## config.mk

```make
export PLATFORM = sky130hd
export DESIGN_NAME = spi_master
export DESIGN_NICKNAME = d
export VERILOG_FILES = /design/src/rtl/spi_master_pkg.sv /design/src/rtl/spi_clk_div.sv /design/src/rtl/spi_master.sv
export SDC_FILE = /design/constraint.sdc
export NUM_CORES = 1
export LEC_CHECK = 0
export ABC_AREA = 1
export ABC_CLOCK_PERIOD_IN_PS = 1900
export CAP_MARGIN = 40
export CORE_ASPECT_RATIO = 0.9
export CORE_UTILIZATION = 30
export CTS_CLUSTER_SIZE = 14
export DETAILED_ROUTE_END_ITERATION = 7
export GPL_ROUTABILITY_DRIVEN = 0
export PLACE_DENSITY = 0.5
export SYNTH_ARGS = -nofsm -noshare
export SYNTH_HDL_FRONTEND = slang
export SYNTH_SLANG_ARGS = --single-unit
export TNS_END_PERCENT = 5
```

## constraint.sdc

```tcl
create_clock -name CLK -period 1.9 [get_ports CLK]
set_input_delay 0.285 -clock CLK [delete_from_list [all_inputs] [get_ports CLK]]
set_output_delay 0.285 -clock CLK [all_outputs]
set_load 0.1 [all_outputs]
```

## src/rtl/spi_master_pkg.sv

```systemverilog
// spi_master_pkg: shared types and default constants for the SPI master.
//   spi_state_e          - transfer FSM state encoding
//   SPI_DATA_WIDTH_DEF   - default bits per transfer
//   SPI_CLK_DIV_DEF      - default CLK cycles per SCLK half-period
package spi_master_pkg;

   typedef enum logic [1:0] {
      IDLE,
      SETUP,
      XFER,
      HOLD
   } spi_state_e;

   localparam int unsigned SPI_DATA_WIDTH_DEF = 8;
   localparam int unsigned SPI_CLK_DIV_DEF    = 4;

endpackage

```

## src/rtl/spi_clk_div.sv

```systemverilog
// spi_clk_div: half-period tick generator for the SPI master.
//   clk_i  - system clock
//   rst_i  - synchronous active-high reset
//   en_i   - count enable; counter is held at 0 while low
//   tick_o - one-cycle pulse every CLK_DIV enabled cycles
module spi_clk_div
   import spi_master_pkg::*;
#(
   parameter int unsigned CLK_DIV = SPI_CLK_DIV_DEF
) (
   input  logic clk_i,
   input  logic rst_i,
   input  logic en_i,
   output logic tick_o
);

   localparam logic [7:0] LAST = 8'(CLK_DIV - 1);

   logic [7:0] cnt_q;

   assign tick_o = en_i && (cnt_q == LAST);

   always_ff @(posedge clk_i) begin
      if (rst_i || !en_i || tick_o) begin
         cnt_q <= '0;
      end else begin
         cnt_q <= cnt_q + 8'd1;
      end
   end

endmodule

```

## src/rtl/spi_master.sv

```systemverilog
// spi_master: mode-0 SPI master, MSB first, one word per transfer.
//   CLK, RST           - system clock, synchronous active-high reset
//   TX_DATA, TX_VALID  - word to send / start request (accepted when TX_READY)
//   TX_READY           - high only while idle
//   RX_DATA, RX_VALID  - received word, one-cycle valid pulse
//   SCLK, MOSI, MISO   - serial clock and data lines
//   CS                 - active-low chip select
//   ECHO_ERR           - only with SPI_MASTER_ECHO_CHECK_EN: pulses with
//                        RX_VALID when the received word differs from the sent one
module spi_master
   import spi_master_pkg::*;
#(
   parameter int unsigned CLK_DIV    = SPI_CLK_DIV_DEF,
   parameter int unsigned DATA_WIDTH = SPI_DATA_WIDTH_DEF
) (
   input  logic                  CLK,
   input  logic                  RST,
   input  logic [DATA_WIDTH-1:0] TX_DATA,
   input  logic                  TX_VALID,
   output logic                  TX_READY,
   output logic [DATA_WIDTH-1:0] RX_DATA,
   output logic                  RX_VALID,
   output logic                  SCLK,
   output logic                  MOSI,
   input  logic                  MISO,
   output logic                  CS
`ifdef SPI_MASTER_ECHO_CHECK_EN
   ,
   output logic                  ECHO_ERR
`endif
);

   localparam int unsigned   HPW     = $clog2(2 * DATA_WIDTH);
   localparam logic [HPW-1:0] LAST_HP = HPW'(2 * DATA_WIDTH - 1);

   spi_state_e            state_q;
   logic [HPW-1:0]        hp_q;
   logic [DATA_WIDTH-1:0] tx_sr_q;
   logic [DATA_WIDTH-1:0] rx_sr_q;
   logic [DATA_WIDTH-1:0] rx_data_q;
   logic                  rx_valid_q;
   logic                  ready_q;
   logic                  sclk_q;
   logic                  mosi_q;
   logic                  cs_q;
   logic                  tick;

`ifdef SPI_MASTER_ECHO_CHECK_EN
   logic [DATA_WIDTH-1:0] tx_word_q;
   logic                  echo_err_q;
   assign ECHO_ERR = echo_err_q;
`endif

   spi_clk_div #(
      .CLK_DIV (CLK_DIV)
   ) u_clk_div (
      .clk_i  (CLK),
      .rst_i  (RST),
      .en_i   (state_q != IDLE),
      .tick_o (tick)
   );

   assign TX_READY = ready_q;
   assign RX_DATA  = rx_data_q;
   assign RX_VALID = rx_valid_q;
   assign SCLK     = sclk_q;
   assign MOSI     = mosi_q;
   assign CS       = cs_q;

   always_ff @(posedge CLK) begin
      rx_valid_q <= 1'b0;
`ifdef SPI_MASTER_ECHO_CHECK_EN
      echo_err_q <= 1'b0;
`endif
      if (RST) begin
         state_q   <= IDLE;
         hp_q      <= '0;
         tx_sr_q   <= '0;
         rx_sr_q   <= '0;
         rx_data_q <= '0;
         ready_q   <= 1'b1;
         sclk_q    <= 1'b0;
         mosi_q    <= 1'b0;
         cs_q      <= 1'b1;
`ifdef SPI_MASTER_ECHO_CHECK_EN
         tx_word_q <= '0;
`endif
      end else begin
         case (state_q)
            IDLE: begin
               if (TX_VALID) begin
                  // MSB goes straight onto MOSI; tx_sr_q holds the remaining bits
                  state_q <= SETUP;
                  cs_q    <= 1'b0;
                  ready_q <= 1'b0;
                  mosi_q  <= TX_DATA[DATA_WIDTH-1];
                  tx_sr_q <= {TX_DATA[DATA_WIDTH-2:0], 1'b0};
                  hp_q    <= '0;
`ifdef SPI_MASTER_ECHO_CHECK_EN
                  tx_word_q <= TX_DATA;
`endif
               end
            end
            SETUP: begin
               if (tick) state_q <= XFER;
            end
            XFER: begin
               if (tick) begin
                  sclk_q <= ~sclk_q;
                  if (!sclk_q) begin
                     rx_sr_q <= {rx_sr_q[DATA_WIDTH-2:0], MISO};
                  end else if (hp_q != LAST_HP) begin
                     // last falling edge leaves the LSB on MOSI through HOLD
                     mosi_q  <= tx_sr_q[DATA_WIDTH-1];
                     tx_sr_q <= {tx_sr_q[DATA_WIDTH-2:0], 1'b0};
                  end
                  if (hp_q == LAST_HP) begin
                     state_q <= HOLD;
                     hp_q    <= '0;
                  end else begin
                     hp_q <= hp_q + HPW'(1);
                  end
               end
            end
            HOLD: begin
               if (tick) begin
                  state_q    <= IDLE;
                  cs_q       <= 1'b1;
                  mosi_q     <= 1'b0;
                  ready_q    <= 1'b1;
                  rx_valid_q <= 1'b1;
                  rx_data_q  <= rx_sr_q;
`ifdef SPI_MASTER_ECHO_CHECK_EN
                  echo_err_q <= (rx_sr_q != tx_word_q);
`endif
               end
            end
            default: state_q <= IDLE;
         endcase
      end
   end

endmodule

```

==> results of run 1 <==
-- area by class of cell --
| class | instances | share of cell area [%] |
|---|---|---|
| Multi-Input combinational cell | 182 | 41.3 |
| Sequential cell | 41 | 35.9 |
| Timing Repair Buffer | 29 | 11.3 |
| Tap cell | 72 | 3.94 |
| Inverter | 21 | 3.66 |
| Clock buffer | 6 | 3.17 |
| Clock inverter | 2 | 0.437 |
| Timing Repair inverter | 1 | 0.328 |
-- cells by family after synthesis --
family,synth area share (%)
and+or+nand+nor,32.6
adders and majority gates,5.32
AOI/OAI and AO/OA,8.51
muxes,3.19
buffers and inverters,6.38
xor gates and xnor gates,0.465
DFF,43.6
-- synth_stat cells, types with 3 or more instances --
library cell | instances | area [sq um]
nor3_1 | 3 | 15.0
nor2_1 | 30 | 113
inv_2 | 5 | 18.8
nand3_1 | 25 | 125
mux2i_1 | 6 | 60.1
inv_1 | 13 | 48.8
a21oi_1 | 20 | 100
dfxtp_1 | 41 | 821
ha_1 | 8 | 100
nand2_1 | 66 | 248
o21ai_0 | 4 | 20.0
nand2_2 | 5 | 31.3
-- sequential cells by signal, indices dropped and copies added (netlist names) --
register and flops:
CS 1, MOSI 1, RX_DATA 8, RX_VALID 1
SCLK 1, hp_q 4, rx_sr_q 8, state_q 2
tx_sr_q 7, u_clk_div.cnt_q 8
-- what timing repair did --
item                       in CTS  in global routing
gates resized for setup         0                  4
setup endpoints to repair       0                  8
setup buffers                   0                  0
-- final timing paths --
check	slack [ns]	cells past startpoint	end
hold reg to reg	0.45	2	RX_DATA[3]
setup / recovery	0.18	8	u_clk_div.cnt_q[6]
setup reg to reg	0.18	8	u_clk_div.cnt_q[6]
hold / removal	0.45	2	RX_DATA[3]
-- metrics by stage --
step / std cells / hold slack (ns)
5_1_grt: 354 / 0.460
6_report: 354 / 0.449
4_1_cts: 353 / 0.452
3_3_place_gp: 345 / 0.434
2_1_floorplan: 250 / 0.354
3_5_place_dp: 345 / 0.437
-- power by group --
part / total [mW] / switching, mW / internal, mW / leakage, nW
Combinational: 1.19 / 0.794 / 0.391 / 0.572
Clock: 0.551 / 0.296 / 0.255 / 0.0450
Sequential: 1.06 / 0.0853 / 0.980 / 0.334
Total: 2.80 / 1.18 / 1.63 / 0.950
-- routing by layer --
layer	up-vias	share of wire (%)	global-route usage (%)
li1	870	-	-
met1	731	52	17.9
met2	21	43	18.8
met3	7	3.6	3.55
met4	0	1.2	4.50
met5	-	0	0
-- critical path, delay by kind of cell (launching register included) --
| kind | cells | cell delay, ns |
|---|---|---|
| adders and majority gates | 1 | 0.21 |
| DFF | 1 | 0.39 |
| buffers and inverters | 2 | 0.22 |
| and+or+nand+nor | 5 | 0.78 |
==> results.json, run 1 <==
{
  "cp-end-kind": "flip-flop",
  "slowest_delay_ns": 0.39,
  "worstPathRequired_ns": 2.07,
  "cts_sink_count": 41,
  "wl_mm": 3.97,
  "timing.critical_path.fanout_max": 8,
  "syn_inst": 250,
  "cts_hold_repair.buffers": 0,
  "timing.clock.skew_ns": 0.00514,
  "post_route_cells_drive_above_1_share_pct": 17.4,
  "initial_util_pct": 31.0,
  "die-height_microns": 77.2,
  "layout.cell_area.non_filler_sq_um": 2290,
  "first_global_vias": 1464,
  "synthesized_cell_area_sq_um": 1880,
  "tritoncts": "built",
  "power_density_nw_per_um2": 1220,
  "vias": 1629,
  "maxSlewHeadroom_pct": 74.2,
  "cp_cell_sequence": "inv_1 > ha_1 > inv_2 > nand2_1 > nor2_4 > nand2_2 > nand3_1 > nor3_1",
  "reg2reg_from": "state_q[1]",
  "buffer_ports.inserted": 24,
  "floorplan.die.width_microns": 85.5,
  "placement.setup.worst_slack_ns": 0.0838,
  "drt_iter0_markers": 45,
  "synth-edff-count": 0,
  "wl_per_cell_microns": 11.2,
  "hold_violations": 0,
  "globalRouteOverflowTotal": 0,
  "antenna_found_initial": 0,
  "clock-root-buffer": "clkbuf_8",
  "antenna_left": 0,
  "synth.avg_cell_area_sq_um": 7.53,
  "filler_cell_count": 657,
  "place.detailed.hpwl_mm": 2.83,
  "synthesis.yosys.warnings": 0,
  "post-route-worst-setup-slack_ns": 0.176,
  "power.static_leakage_nw": 0.950,
  "status": "finished clean",
  "post-route-util_pct": 37.6,
  "sequential_cell_area_sq_um": 822,
  "worst_skew_pair.late_latency_ns": 0.29,
  "die_area_sq_um": 6600,
  "worstSetupStartpointType": "flip-flop",
  "postPlaceCellArea_sq_um": 2190,
  "grt_util_all_layers_pct": 12.8,
  "worst_slew_pin_slew_ns": 0.387,
  "antenna_cells_inserted": 0,
  "row_cnt": 27,
  "grt_first_pass_wirelength_mm": 6.76,
  "worst_ep_arrival_time_ns": 1.89,
  "achievable-frequency_mhz": 580,
  "yosys_register_bits": 41,
  "final.setup.tns_ns": 0,
  "area_delta_synth_final_pct": 21.5,
  "area_of_the_multi_input_gates_sq_um": 945,
  "h-tree-depth": 2,
  "clk_pin_slew_worst_paths_ns": 0.08,
  "post_synth_num_cell_types": 29,
  "net_count_final": 301,
  "length_of_the_first_detailed_routing_pass_in_iterations": 4,
  "drv_slew": 0,
  "power.ir.vdd_worst_uv": 615,
  "commonest_non_fill_non_tap_cell_in_the_layout": "nand2_1",
  "layout_common_cells": "nand2_1 (65), dfxtp_1 (40), nor2_1 (30), nand3_1 (25), a21oi_1 (20)",
  "critical_path_origin": "state_q[1]",
  "cts_buffers": 5,
  "holdCritStartpoint": "RX_DATA[3]",
  "synth.yosys.seq_area_share_pct": 43.6,
  "period_share_pct": 90.7,
  "critPathKind": "flip-flop to flip-flop",
  "io_pins": 25,
  "largest_net_degree_at_the_start_of_global_routing": 13,
  "pnr_total_power_mw": 2.80,
  "synth-async-reset-ratio_pct": 0,
  "setup_viol_count_final": 0,
  "hp-class": "flip-flop to flip-flop",
  "via_to_cell_ratio": 4.60,
  "cts_buffer_depth": 2,
  "finalCriticalPeriod_ns": 1.72,
  "drc": 0,
  "critPathSlowestCell": "dfxtp_1",
  "ys_dominant_reg_cell": "dfxtp_1",
  "max_cap_viol_count": 0,
  "syn_nets": 270,
  "core_area_sq_um": 6080
}
(Power assumes the default switching activity.)
==> run 2: changes to the inputs <==
GPL_TIMING_DRIVEN = 0   (was default)
SLEW_MARGIN = 15   (was default)
==> run 2 against run 1 <==
  * Core utilization is 4.7 points higher
  * Flip-flop and latch count unchanged
  * Sequential share of layout area decreased by 3.9 points
  * Maximum frequency fell by 1.8%
  * Combinational power grew 14%
  * Routed wire length is 0.28% higher
==> results.json, run 2 (same netlist as run 1, synthesis figures left out) <==
{
  "setup_viol_count_final": 0,
  "cts_buffers": 5,
  "floorplan.die.width_microns": 85.5,
  "die_area_sq_um": 6600,
  "post-route-util_pct": 42.3,
  "power_switching_mw": 1.22,
  "net_count_final": 317,
  "vias": 1683,
  "finalCriticalPeriod_ns": 1.75,
  "antenna_left": 0,
  "io_pins": 25,
  "place.detailed.hpwl_mm": 2.88,
  "min_delay_worst_endpoint": "RX_DATA[1]",
  "clock_power_share_pct": 25.5,
  "period_share_pct": 92.3,
  "hp-class": "flip-flop to flip-flop",
  "area_delta_synth_final_pct": 36.5,
  "worst_ep_arrival_time_ns": 1.47,
  "clk_pin_slew_worst_paths_ns": 0.08,
  "min_path_cells": 2,
  "netSwitchingFraction_pct": 37.6,
  "critPathKind": "flip-flop to output port",
  "maxSlewHeadroom_pct": 68.8,
  "cp-end-kind": "output port",
  "power.static_leakage_nw": 1.06,
  "share_seq_of_total_power_pct": 32.8,
  "status": "finished clean",
  "wl_per_cell_microns": 10.8,
  "grt_setup_unrepaired": "yes",
  "post_route_cells_drive_above_1_share_pct": 17.4,
  "worstPathRequired_ns": 1.62,
  "cts_sink_count": 41,
  "wl_mm": 3.98,
  "pwr-share-comb_pct": 41.7,
  "antenna_found_initial": 0,
  "timing.critical_path.fanout_max": 3,
  "met1_length_mm": 1.99,
  "h-tree-depth": 2,
  "initial_util_pct": 31.0,
  "antenna_cells_inserted": 0,
  "holdCritStartpoint": "RX_DATA[1]",
  "worst_slew_pin_slew_ns": 0.468,
  "regToRegSetupSlack_ns": 0.20,
  "detailroute.wirelength.met3_microns": 143,
  "cts_hold_repair.buffers": 0,
  "achievable-frequency_mhz": 570,
  "worst_r2r_endpoint": "u_clk_div.cnt_q[6]",
  "drc": 0,
  "grt_first_pass_wirelength_mm": 6.83,
  "power_density_nw_per_um2": 1270,
  "worst_skew_pair.late_latency_ns": 0.29,
  "rr_worst_depth": 8,
  "length_of_the_first_detailed_routing_pass_in_iterations": 4,
  "commonest_non_fill_non_tap_cell_in_the_layout": "nand2_1",
  "reg2reg_from": "state_q[0]",
  "largest_net_degree_at_the_start_of_global_routing": 14,
  "core_area_sq_um": 6080,
  "timing.clock.skew_ns": 0.00422,
  "worstSetupStartpointType": "flip-flop",
  "buffer_ports.inserted": 24,
  "via_to_cell_ratio": 4.55,
  "topRoutingLayerUsed": "met4",
  "layout_common_cells": "nand2_1 (66), dfxtp_1 (39), nor2_1 (30), nand3_1 (25), clkdlybuf4s50_1 (24)",
  "max_cap_viol_count": 0,
  "power.internal_mw": 2.03,
  "power.ir.vdd_worst_uv": 656,
  "grt_util_all_layers_pct": 13.1,
  "clock-root-buffer": "clkbuf_8",
  "tritoncts": "built",
  "hold_violations": 0,
  "routed-wl-met2_mm": 1.80,
  "drv_slew": 0,
  "pnr_total_power_mw": 3.25,
  "cts_buffer_depth": 2,
  "die-height_microns": 77.2,
  "drt_iter0_markers": 50,
  "row_cnt": 27,
  "globalRouteOverflowTotal": 0,
  "first_global_vias": 1486
}
[run 2: cell types whose count changed in the layout (fill, tap and decap cells not counted), sizes merged]
cell           previous run  this run
bufinv                    0         2
buf                      18        21
clkinvlp                  2         1
clkdlybuf4s50            11        24
clkinv                    4         3
[run 2: critical path, stage by stage, from the launching register on]
cell	delay (ns)
dfxtp_1	0.37
buf_4	0.12
clkdlybuf4s50_1	0.50
buf_8	0.20
[run 2: stage by stage]
stage               hold WS (ns)  cell area [sq um]  cells  setup slack, ns  TNS (ns)
floorplan                  0.354               1880    250           0.0434         0
global placement           0.430               2210    346           0.0541         0
detailed placement         0.431               2410    359           0.0815         0
CTS                        0.449               2540    367           0.0313         0
global route               0.459               2570    370         -0.00877  -0.00877
finish                     0.445               2570    370            0.145         0
[run 2: cell type report]
cell class	instances	area [sq um]
well taps	72	90.1
fillers	661	3510
repair buffers	40	458
plain buffers	6	40.0
multi-input cells	182	942
clock buffers	5	68.8
clock inverters	3	65.1
flip-flops and latches	41	823
inverters	21	83.8
[run 2: worst max-delay path by stage]
| stage | start | to | slack, ns | cells past startpoint |
|---|---|---|---|---|
| after floorplan | SCLK | tx_sr_q[7] | 0.04 | 6 |
| after global placement | CS | TX_READY | 0.05 | 2 |
| after detailed placement | state_q[0] | RX_DATA[5] | 0.08 | 10 |
| after CTS | state_q[0] | RX_DATA[5] | 0.03 | 10 |
| after global routing | state_q[0] | RX_DATA[6] | -0.009 | 10 |
| final | CS | TX_READY | 0.15 | 3 |
[run 2: power by group through the flow]
stage / Combinational, mW / Clock, mW / Sequential, mW
2_1_floorplan: 0.842 / 0 / 1.18
3_3_place_gp: 1.20 / 0 / 1.08
3_5_place_dp: 1.30 / 0 / 1.08
4_1_cts: 1.30 / 0.856 / 1.06
5_1_grt: 1.52 / 0.899 / 1.08
6_report: 1.36 / 0.830 / 1.07
[run 2: metal layers]
layer | GRT usage [%] | up-vias
li1 | - | 901
met1 | 17.2 | 749
met2 | 20.5 | 26
met3 | 3.23 | 7
met4 | 5.50 | 0
met5 | 0 | -
[run 2: what timing repair did]
item                                    in CTS  in global routing
endpoints found under the setup margin       0                 26
hold endpoints to repair                     0                  0
buffers inserted                             0                  3
resized for setup                            0                  3
